## config.mk

```make
export PLATFORM = sky130hd
export DESIGN_NAME = cascade_mod_counter
export DESIGN_NICKNAME = d
export VERILOG_FILES = /design/src/rtl/counter_pkg.sv /design/src/rtl/mod_digit.sv /design/src/rtl/cascade_mod_counter.sv
export SDC_FILE = /design/constraint.sdc
export NUM_CORES = 1
export LEC_CHECK = 0
export CAP_MARGIN = 10
export CORE_ASPECT_RATIO = 0.5
export CORE_UTILIZATION = 46
export CTS_CLUSTER_DIAMETER = 30
export CTS_CLUSTER_SIZE = 14
export DETAILED_ROUTE_END_ITERATION = 16
export PLACE_DENSITY = 0.74
export SKIP_LAST_GASP = 1
export SLEW_MARGIN = 10
export SYNTH_ARGS = -nofsm -noshare
export SYNTH_HDL_FRONTEND = slang
export SYNTH_SLANG_ARGS = --single-unit
```

## constraint.sdc

```tcl
create_clock -name Clk -period 1.9 [get_ports Clk]
set_input_delay 0.285 -clock Clk [delete_from_list [all_inputs] [get_ports Clk]]
set_output_delay 0.285 -clock Clk [all_outputs]
set_load 0.01 [all_outputs]
```

## src/rtl/counter_pkg.sv

```systemverilog
// Shared types and constants for the cascaded modulo counter.
// Default geometry matches a four-digit decimal display.
package counter_pkg;

    localparam int DEF_DIGITS  = 4;
    localparam int DEF_MODULUS = 10;
    localparam int DEF_DW      = 4;

    typedef enum logic {
        CNT_DOWN = 1'b0,
        CNT_UP   = 1'b1
    } cnt_dir_e;

    function automatic logic [31:0] clamp_digit(
        input logic [31:0] value,
        input int          modulus
    );
        return (value >= 32'(modulus)) ? 32'd0 : value;
    endfunction

endpackage

```

## src/rtl/mod_digit.sv

```systemverilog
// One modulo-MODULUS digit of the cascade.
// Out-of-range values self-heal to 0 and never propagate a carry.
module mod_digit
    import counter_pkg::*;
#(
    parameter int DW      = DEF_DW,
    parameter int MODULUS = DEF_MODULUS
) (
    input  logic          Clk,
    input  logic          Reset,
    input  logic          clear,
    input  logic          load,
    input  logic [DW-1:0] load_val,
    input  logic          step,
    input  cnt_dir_e      dir,
    output logic [DW-1:0] q,
    output logic          at_max,
    output logic          at_zero
);

    localparam logic [DW-1:0] MAXV = DW'(MODULUS - 1);
    localparam logic [DW:0]   MODV = (DW+1)'(MODULUS);

    logic [DW-1:0] q_nxt;
    logic [DW-1:0] load_clamped;
    logic          legal;

    assign legal        = {1'b0, q} < MODV;
    assign at_max       = (q == MAXV);
    assign at_zero      = (q == '0);
    assign load_clamped = DW'(clamp_digit(32'(load_val), MODULUS));

    always_comb begin
        q_nxt = q;
        if (clear) begin
            q_nxt = '0;
        end else if (load) begin
            q_nxt = load_clamped;
        end else if (!legal) begin
            q_nxt = '0;
        end else if (step) begin
            if (dir == CNT_UP) begin
                q_nxt = at_max ? '0 : q + 1'b1;
            end else begin
                q_nxt = at_zero ? MAXV : q - 1'b1;
            end
        end
    end

    always_ff @(posedge Clk or posedge Reset) begin
        if (Reset) begin
            q <= '0;
        end else begin
            q <= q_nxt;
        end
    end

endmodule

```

## src/rtl/cascade_mod_counter.sv

```systemverilog
// Multi-digit up/down modulo counter with ripple carry/borrow,
// full-rollover strobe and all-zero flag.
module cascade_mod_counter
    import counter_pkg::*;
#(
    parameter int DIGITS  = DEF_DIGITS,
    parameter int MODULUS = DEF_MODULUS,
    parameter int DW      = DEF_DW
) (
    input  logic                 Clk,
    input  logic                 Reset,
    input  logic                 Clear,
    input  logic                 Load,
    input  logic [DIGITS*DW-1:0] LoadVal,
    input  logic                 En,
    input  logic                 Up,
    output logic [DIGITS*DW-1:0] D,
    output logic                 Zero,
    output logic                 Wrap
);

    cnt_dir_e          dir;
    logic [DIGITS:0]   carry;
    logic [DIGITS:0]   borrow;
    logic [DIGITS-1:0] at_max;
    logic [DIGITS-1:0] at_zero;
    logic [DIGITS-1:0] step;
    logic              wrap_nxt;

    assign dir       = cnt_dir_e'(Up);
    assign carry[0]  = 1'b1;
    assign borrow[0] = 1'b1;

    for (genvar i = 0; i < DIGITS; i++) begin : g_digit
        assign carry[i+1]  = carry[i] & at_max[i];
        assign borrow[i+1] = borrow[i] & at_zero[i];
        assign step[i]     = En & ((dir == CNT_UP) ? carry[i] : borrow[i]);

        mod_digit #(
            .DW      (DW),
            .MODULUS (MODULUS)
        ) u_digit (
            .Clk      (Clk),
            .Reset    (Reset),
            .clear    (Clear),
            .load     (Load),
            .load_val (LoadVal[i*DW +: DW]),
            .step     (step[i]),
            .dir      (dir),
            .q        (D[i*DW +: DW]),
            .at_max   (at_max[i]),
            .at_zero  (at_zero[i])
        );
    end

    // Every digit terminal means every digit rolls on this step
    assign wrap_nxt = En && !Clear && !Load &&
                      ((dir == CNT_UP) ? carry[DIGITS] : borrow[DIGITS]);

    always_ff @(posedge Clk or posedge Reset) begin
        if (Reset) begin
            Wrap <= 1'b0;
        end else begin
            Wrap <= wrap_nxt;
        end
    end

    assign Zero = (D == '0);

endmodule
```

Word level (Yosys, flattened, before mapping). Index checks and enable logic that the tools add are counted.

Order comparisons: 8. Mux-type cells: 36. Equality and inequality tests: 8. Bitwise logic cells: 9. Reduce and logical (&&, ||, !) cells: 10. $add $sub $neg: 8.

Operators with widths (count): $mux W4 (32); $add A4 B1 Y4 const B (4); $eq A4 B4 Y1 const B (4); $ge A4 B4 Y1 const B (4); $logic_not A16 Y1 (1); $logic_not A4 Y1 (4); $lt A4 B4 Y1 const B (4); $sub A4 B1 Y4 const B (4); $ne A4 B3 Y1 const B (3); $and A1 B1 Y1 (9); $mux W1 (4); $ne A4 B4 Y1 const B (1); $logic_and A1 B1 Y1 (3); $logic_not A1 Y1 (2).

Bits of input ports: 22. Flip-flop bits (word level): 17.

Longest topological paths before layout. Gate-level depths: netlist (run 1).

Depth after elaboration: 9. Mapped depth: 7. Gate-level depth less buffers: 7.

By module. A second synthesis (run 1) with hierarchy kept.

Cells, all modules: 213. Area, all modules: 1636.6 um^2.

Modules (own cells, without submodules): mod_digit (instances 4, area an instance 372.9 um^2, seq. area each 100.1 um^2, cells each 48); cascade_mod_counter (instances 1, area an instance 145.1 um^2, seq. area each 25.0 um^2, cells each 21).

Least setup slack after synthesis (run 1). Ideal clock, no wire load.

Path kind: register to register. Start: reg g_digit[2].u_digit.q[0]. End: reg g_digit[3].u_digit.q[0]. Buffers on the path: 0. Stages on the path, launching flop included: 8. Slack: 0.022 ns. Arrival: 1.753 ns. Cell sequence: dfrtp_1 -> inv_1 -> ha_1 -> nor3b_1 -> nand4_1 -> o31a_1 -> nor2b_4 -> mux2_4.

Cells in the longest elaborated chain, start to end: 5.

RTL lines: from (decl) (RTL line mod_digit.sv:16) `output logic [DW-1:0] q,`; from (signal assigned) (RTL line mod_digit.sv:54) `q <= q_nxt;`; $eq A4 B4 Y1 or $logic_not A4 Y1 (tied branches) (RTL line mod_digit.sv:29, mod_digit.sv:30); $and A1 B1 Y1, on equally long branches (RTL line cascade_mod_counter.sv:35, cascade_mod_counter.sv:36); $mux W1 (*) (RTL line cascade_mod_counter.sv:37) `assign step[i] = En & ((dir == CNT_UP) ? carry[i] : borrow[i]);`; $and A1 B1 Y1 (*) (RTL line cascade_mod_counter.sv:37); $ne A4 B3 Y1 (no source line) (*); to (signal assigned) (RTL line mod_digit.sv:54); to (decl) (RTL line mod_digit.sv:16).

Every way passes the cells marked *; elsewhere a longest branch is shown, timed or not. A chain may end at the register's enable or synchronous reset.

Worst setup path in the final report (run 1).
Start: reg g_digit[2].u_digit.q[0]. End: out Zero.

Cells in the longest elaborated chain, start to end: 1.

RTL lines: $logic_not A16 Y1 (RTL line cascade_mod_counter.sv:68) `assign Zero = (D == '0);`; to (decl) (RTL line cascade_mod_counter.sv:18) `output logic Zero,`.

No other way between the ends.

==> run summary, run 1 <==
Clk slew on worst S/H paths: 80 ps
Syn Inst Count: 223
Slowest cell on the critical path: dfrtp_1
Synth area leader: dfrtp_1
Top post-synthesis cells by area: dfrtp_1 24%, nand2_1 4.1%, o21ai_0 4.0%
Max_slew headroom: 73.9%
Num ports: 40
Initial Util: 49.5%
Hold_buf cts: 0
Tmin final: 1840 ps
Die X: 89.2 um
Max Clock Skew: 3.14 ps
Reg2Reg Depth: 6
Met3 Resource Use GR: 6.88%
WP depth: 6
Outcome: finished clean
Site Rows: 15
Initial DRC Count: 104
EDFF count, synth: 0
Hold Path Class: in2async
Grt ovf: 0
PortBufs: 39
DP HPWL: 3830 um
Number of global-route vias before repair: 1687
Finished Layout Cells: 344
Diodes inserted: 0
Post-synthesis sequential area ratio: 24.3%
CP Capture Type: output pin
DP Worst Slack: -177 ps
Peak supply drop: 303 uV
CP bufs+invs: 2
RSZ-0062 raised after global routing: true
CP max stage delay: 390 ps
Async S/R FF share, synth: 100%
ANT nets after route: 0
Share of cells above drive strength 1: 24.6%
CP startpoint kind: register
GRT Resource Usage Total: 25.5%
Crit-path leading delay family: simple AND/OR/NAND/NOR gates
Req. time, crit path: 1620 ps
WL final: 5230 um
Layer with the highest usage: met2
Register bit count reported by yosys: 17
Placed Cells: 337
CTS root buf: clkbuf_8
Met1 Usage GRT: 33.5%
Yosys top cell area share: 24.3%
Pins Over Slew Limit: 0
Crit share post-route: 96.6%
Leak: 0.00105 uW
Die Y: 45.6 um
Syn avg cell area: 7.84 sq um
# nets final: 320
Routability congestion estimate: 0.945
Hold WS: 341 ps
CTS Buffer Depth: 2
Area growth syn-to-layout: 43.5%
Number of remaining DRC errors: 0
# clock sinks: 17
Core area: 3530 sq um
Worst-path maximum fanout: 2
Die area: 4070 sq um
Power density cells: 551 nW/um^2
TritonRoute pass-1 iters: 4
CTS tree: built
Top FF cell, synth: dfrtp_1
Post-synth net total: 249
Setup slack after layout: 63.9 ps
Max Freq: 0.545 GHz
Total CTS buffers: 3
Initial antenna violation count: 0
CP cell instances: inv_1 > ha_2 > nor3b_4 > nand4_1 > nor2_2 > buf_2
Crit path arrival time: 1550 ps
Wire length per cell: 15.2 um
Via/cell ratio: 5.69
# setup viols final: 0
Worst-Skew Late Latency: 260 ps
Most numerous cell in the Yosys netlist: nand2_1
Max-cap violations: 0
Distinct cells, synth: 60
H-tree lvl count: 1
Post-Syn Area: 1750 sq um
Post-synth top cells: 19 x nand2_1, 17 x dfrtp_1, 15 x nor2_1
First-pass GRT wire length: 7850 um
Vias: 1956
Largest net degree at the start of global routing: 18
GR Util met2: 42.6%
Worst setup path class: reg2out
Hold Vio Cnt, Final: 0
Yosys warning total: 0
Worst-Margin Slew: 382 ps
## registers in the layout, indices dropped and copies added, names as in the netlist
signal,flops
g_digit.u_digit.q,16
Wrap,1
## final timing paths
path	from	endpoint	slack [ps]
worst max-delay path	g_digit[2].u_digit.q[0]	Zero	60
worst min-delay path	Reset	g_digit[1].u_digit.q[3]	340
worst max register to register	g_digit[1].u_digit.q[1]	g_digit[3].u_digit.q[3]	70
worst min register to register	g_digit[2].u_digit.q[1]	g_digit[2].u_digit.q[1]	660
max in group asynchronous	Reset	g_digit[2].u_digit.q[2]	1360
min in group Clk	LoadVal[4]	g_digit[1].u_digit.q[0]	620
## final cells by class
type	instances	area (sq um)
multi-input cells	174	1180
inverters	11	41.3
fillers	297	1020
well taps	51	63.8
repair buffers	87	749
flip-flops and latches	17	425
clock buffers	4	45.0
## per-stage QoR
stage          cell area, sq um  util (%)  TNS [ps]  power, uW
2_1_floorplan              1750         -         0        780
3_3_place_gp               2400      68.0      -690       1040
3_5_place_dp               2400      68.0     -1300       1060
4_1_cts                    2460      69.6         0       1350
5_1_grt                    2510      71.1     -53.5       1460
6_report                   2510      71.1         0       1380
## repair_timing
action | in CTS | in global routing
pin swaps | 0 | 6
setup buffers | 0 | 3
endpoints found under the setup margin | 1 | 6
resized for setup | 5 | 10
## where the power goes
part	switching [uW]	internal (uW)
sequential	31.1	393
combinational	319	349
clock	142	149
## layout by cell type, fill, tap and decap left out, types with 9 or more instances in the layout
master           netlist  layout
nor3_1                11       9
clkdlybuf4s50_1        0      38
a21oi_1               13      13
nand3_1                9       9
o21ai_0               14      14
nor2_1                15      14
buf_4                  3      47
inv_1                 11      11
nand2_1               19      19
dfrtp_1               17      17
## worst min-delay path: cells and delay by family
kind                   cells  cell delay [ps]
buffers and inverters      3              700
## layer usage
metal | share of wire (%) | up-vias | wire [um]
met3 | 6.8 | 8 | 358
met2 | 46 | 74 | 2390
met5 | 0 | - | 0
met1 | 46 | 911 | 2420
met4 | 1.3 | 0 | 66
li1 | - | 963 | -
## cell families after synthesis
group,after synthesis,share of synthesized area (%)
AND/OR/NAND/NOR,92,29.9
AO/OA/AOI/OAI,68,26.5
buffers and inverters,32,10.5
flip-flops,17,24.3
XOR/XNOR,5,2.51
multiplexers,5,3.51
adder cells (fa/ha/maj),4,2.86
Note: power is estimated with default switching activity, not from simulation.
==> run 2: changes to the inputs <==
- CORE_UTILIZATION: 46 -> 58
- DONT_BUFFER_PORTS: default -> 1
- PLACE_DENSITY: 0.74 -> 0.73
- SETUP_SLACK_MARGIN: default -> 0.05
==> run 2 against run 1 <==
Net effect:
- the run now ends with hold timing left
- combinational power is 31% lower
- global-route usage is 4.3 points higher
- worst setup slack better by 24 ps
- non-clock buffer count is 64 lower
- wire length is 14% lower
- sequential share of layout area is 5.4 points higher
- highest routed layer unchanged
- critical path depth stayed put
- design area is 24% lower
- clock skew is 5.3 ps higher
==> run summary, run 2 (synthesis results as in run 1) <==
Num ports: 40 (unchanged)
Dpl cell area: 1810 sq um (was 2400 sq um)
Die X: 79.6 um (was 89.2 um)
P_int: 766 uW (was 891 uW)
H-tree lvl count: 1 (unchanged)
Number of global-route vias before repair: 1471 (was 1687)
Crit-path leading delay family: simple AND/OR/NAND/NOR gates (unchanged)
Clock power share: 24.1% (was 21.1%)
Worst setup path class: reg2out (unchanged)
Hold WS: -1.67 ps (was 341 ps)
Violated checks: hold timing
RSZ-0062 raised after global routing: true (unchanged)
DP HPWL: 3230 um (was 3830 um)
Commonest cells after routing, fill and taps aside: 23 x buf_4, 19 x nand2_1, 16 x dfrtp_1, 14 x nor2_1, 14 x o21ai_0 (was 47 x buf_4, 38 x clkdlybuf4s50_1, 19 x nand2_1, 17 x dfrtp_1)
First-pass GRT wire length: 6960 um (was 7850 um)
Area growth syn-to-layout: 9.16% (was 43.5%)
Hold Vio Cnt, Final: 6 (was 0)
Largest register FFs: 16 (unchanged)
Initial Util: 64.3% (was 49.5%)
Die area: 3250 sq um (was 4070 sq um)
CTS Buffer Depth: 2 (unchanged)
Max-cap violations: 0 (unchanged)
Worst-Margin Slew: 672 ps (was 382 ps)
Max_slew headroom: 55.1% (was 73.9%)
Vias: 1775 (was 1956)
Wire length per cell: 17.0 um (was 15.2 um)
Crit share post-route: 95.4% (was 96.6%)
PortBufs: 0 (was 39)
Core area: 2720 sq um (was 3530 sq um)
Max Clock Skew: 8.43 ps (was 3.14 ps)
Worst-Skew Late Latency: 270 ps (was 260 ps)
Largest regs: g_digit.u_digit.q (16), Wrap (1) (unchanged)
Die Y: 40.8 um (was 45.6 um)
Leak: 0.000774 uW (was 0.00105 uW)
Slowest cell on the critical path: dfrtp_1 (unchanged)
Sw Ratio: 36.2% (was 35.6%)
Via/cell ratio: 6.67 (was 5.69)
Initial DRC Count: 118 (was 104)
Reg power frac: 37.3% (was 30.7%)
Sw power: 434 uW (was 492 uW)
CP max stage delay: 410 ps (was 390 ps)
CP bufs+invs: 2 (unchanged)
Outcome: finished, violations left (was finished clean)
Max Freq: 0.552 GHz (was 0.545 GHz)
CP Capture Type: output pin (unchanged)
Post-layout util: 70.2% (was 71.1%)
Comb pwr share: 38.6% (was 48.3%)
Total CTS buffers: 3 (unchanged)
Power density cells: 629 nW/um^2 (was 551 nW/um^2)
Site Rows: 13 (was 15)
GRT Resource Usage Total: 29.8% (was 25.5%)
Routability congestion estimate: 0.850 (was 0.945)
Diodes inserted: 0 (unchanged)
WL final: 4520 um (was 5230 um)
Hold_buf cts: 0 (unchanged)
ANT nets after route: 0 (unchanged)
CTS tree: built (unchanged)
TritonRoute pass-1 iters: 4 (unchanged)
CTS root buf: clkbuf_8 (unchanged)
# setup viols final: 0 (unchanged)
Clk slew on worst S/H paths: 80 ps (about the same)
Largest net degree at the start of global routing: 30 (was 18)
Tmin final: 1810 ps (was 1840 ps)
Largest Register: g_digit.u_digit.q (unchanged)
CP cell instances: inv_2 > ha_4 > nor3b_4 > buf_4 > nand4_1 > nor2_2 (was inv_1 > ha_2 > nor3b_4 > nand4_1 > nor2_2 > buf_2)
CP startpoint kind: register (unchanged)
Total negative slack: 0 ps (unchanged)
Pwr Total: 1200 uW (was 1380 uW)
Pins Over Slew Limit: 0 (unchanged)
Peak supply drop: 346 uV (was 303 uV)
Worst-path maximum fanout: 3 (was 2)
Grt ovf: 0 (unchanged)
Initial antenna violation count: 0 (unchanged)
Crit path arrival time: 1530 ps (was 1550 ps)
Number of remaining DRC errors: 0 (unchanged)
# clock sinks: 17 (unchanged)
Req. time, crit path: 1620 ps (about the same)
# nets final: 256 (was 320)
Commonest non-fill, non-tap cell in the layout: buf_4 (unchanged)
Hold Path Class: in2async (unchanged)
Filler cells: 214 (was 297)
Share of cells above drive strength 1: 20.1% (was 24.6%)
Post-route cell area: 1910 sq um (was 2510 sq um)
-- run 2: changes by cell type in the layout (fill, tap and decap cells not counted), moves of 2 or more --
cell	previous run	this run
nor3_2	2	0
inv_1	11	9
buf_4	47	23
ha_2	2	0
clkdlybuf4s50_1	38	0
nor3_1	9	11
-- run 2: power by group through the flow --
| stage | Sequential, uW | Combinational (uW) | Clock, uW |
|---|---|---|---|
| 3_5_place_dp | 449 | 419 | 0 |
| 2_1_floorplan | 449 | 334 | 0 |
| 4_1_cts | 443 | 422 | 290 |
| 6_report | 448 | 463 | 289 |
| 5_1_grt | 454 | 506 | 310 |
| 3_3_place_gp | 449 | 411 | 0 |
-- run 2: worst paths after layout --
path	startpoint	endpoint	slack (ps)	cells after the start
min	Reset	g_digit[1].u_digit.q[2]	-2	1
min in group Clk	Clear	g_digit[1].u_digit.q[0]	70	1
max reg2reg	g_digit[2].u_digit.q[1]	g_digit[2].u_digit.q[2]	100	4
max in group asynchronous	Reset	g_digit[2].u_digit.q[0]	1430	1
max	g_digit[2].u_digit.q[1]	Zero	90	6
min reg2reg	g_digit[1].u_digit.q[1]	g_digit[1].u_digit.q[1]	630	2
-- run 2: final cells by class --
cell class              instances  area [sq um]  share of cell area, %
clock buffers                   3          41.3                   2.16
well taps                      37          46.3                   2.43
repair buffers                 23           173                   9.05
flip-flops and latches         17           427                   22.4
inverters                      11          43.8                   2.30
clock inverters                 1          5.00                  0.262
multi-input cells             174          1170                   61.4
-- run 2: per-layer routing --
| layer | wire length (um) | part of all wire [%] | vias up | global-route usage [%] |
|---|---|---|---|---|
| li1 | - | - | 833 | - |
| met2 | 1910 | 42 | 90 | 45.9 |
| met3 | 423 | 9.4 | 5 | 8.44 |
| met1 | 2150 | 48 | 847 | 40.3 |
| met5 | 0 | 0 | - | 0 |
| met4 | 41 | 0.91 | 0 | 11.4 |
-- run 2: worst register-to-register path, stage by stage, from the launching register on --
cell and delay, ps:
dfrtp_1 410, o21a_1 220, nor3_1 330, o211a_2 370, mux2_2 350
-- run 2: stage by stage --
stage / instances / worst slack, ps
2_1_floorplan: 223 / 70.3
3_3_place_gp: 259 / 168
3_5_place_dp: 259 / 155
4_1_cts: 263 / 61.0
5_1_grt: 266 / 8.13
6_report: 266 / 88.2
-- run 2: what timing repair did --
| item | 4_1_cts | 5_1_grt |
|---|---|---|
| pin swaps | 0 | 4 |
| buffers inserted | 0 | 3 |
| gates resized for setup | 1 | 7 |
| endpoints found under the setup margin | 1 | 3 |
| endpoints found under the hold margin | 0 | 0 |
==> run 3: changes to the inputs <==
- CTS_CLUSTER_SIZE: 14 -> 8
==> results of run 3 <==
Final layout, timing and power as in run 2 (identical DEF).
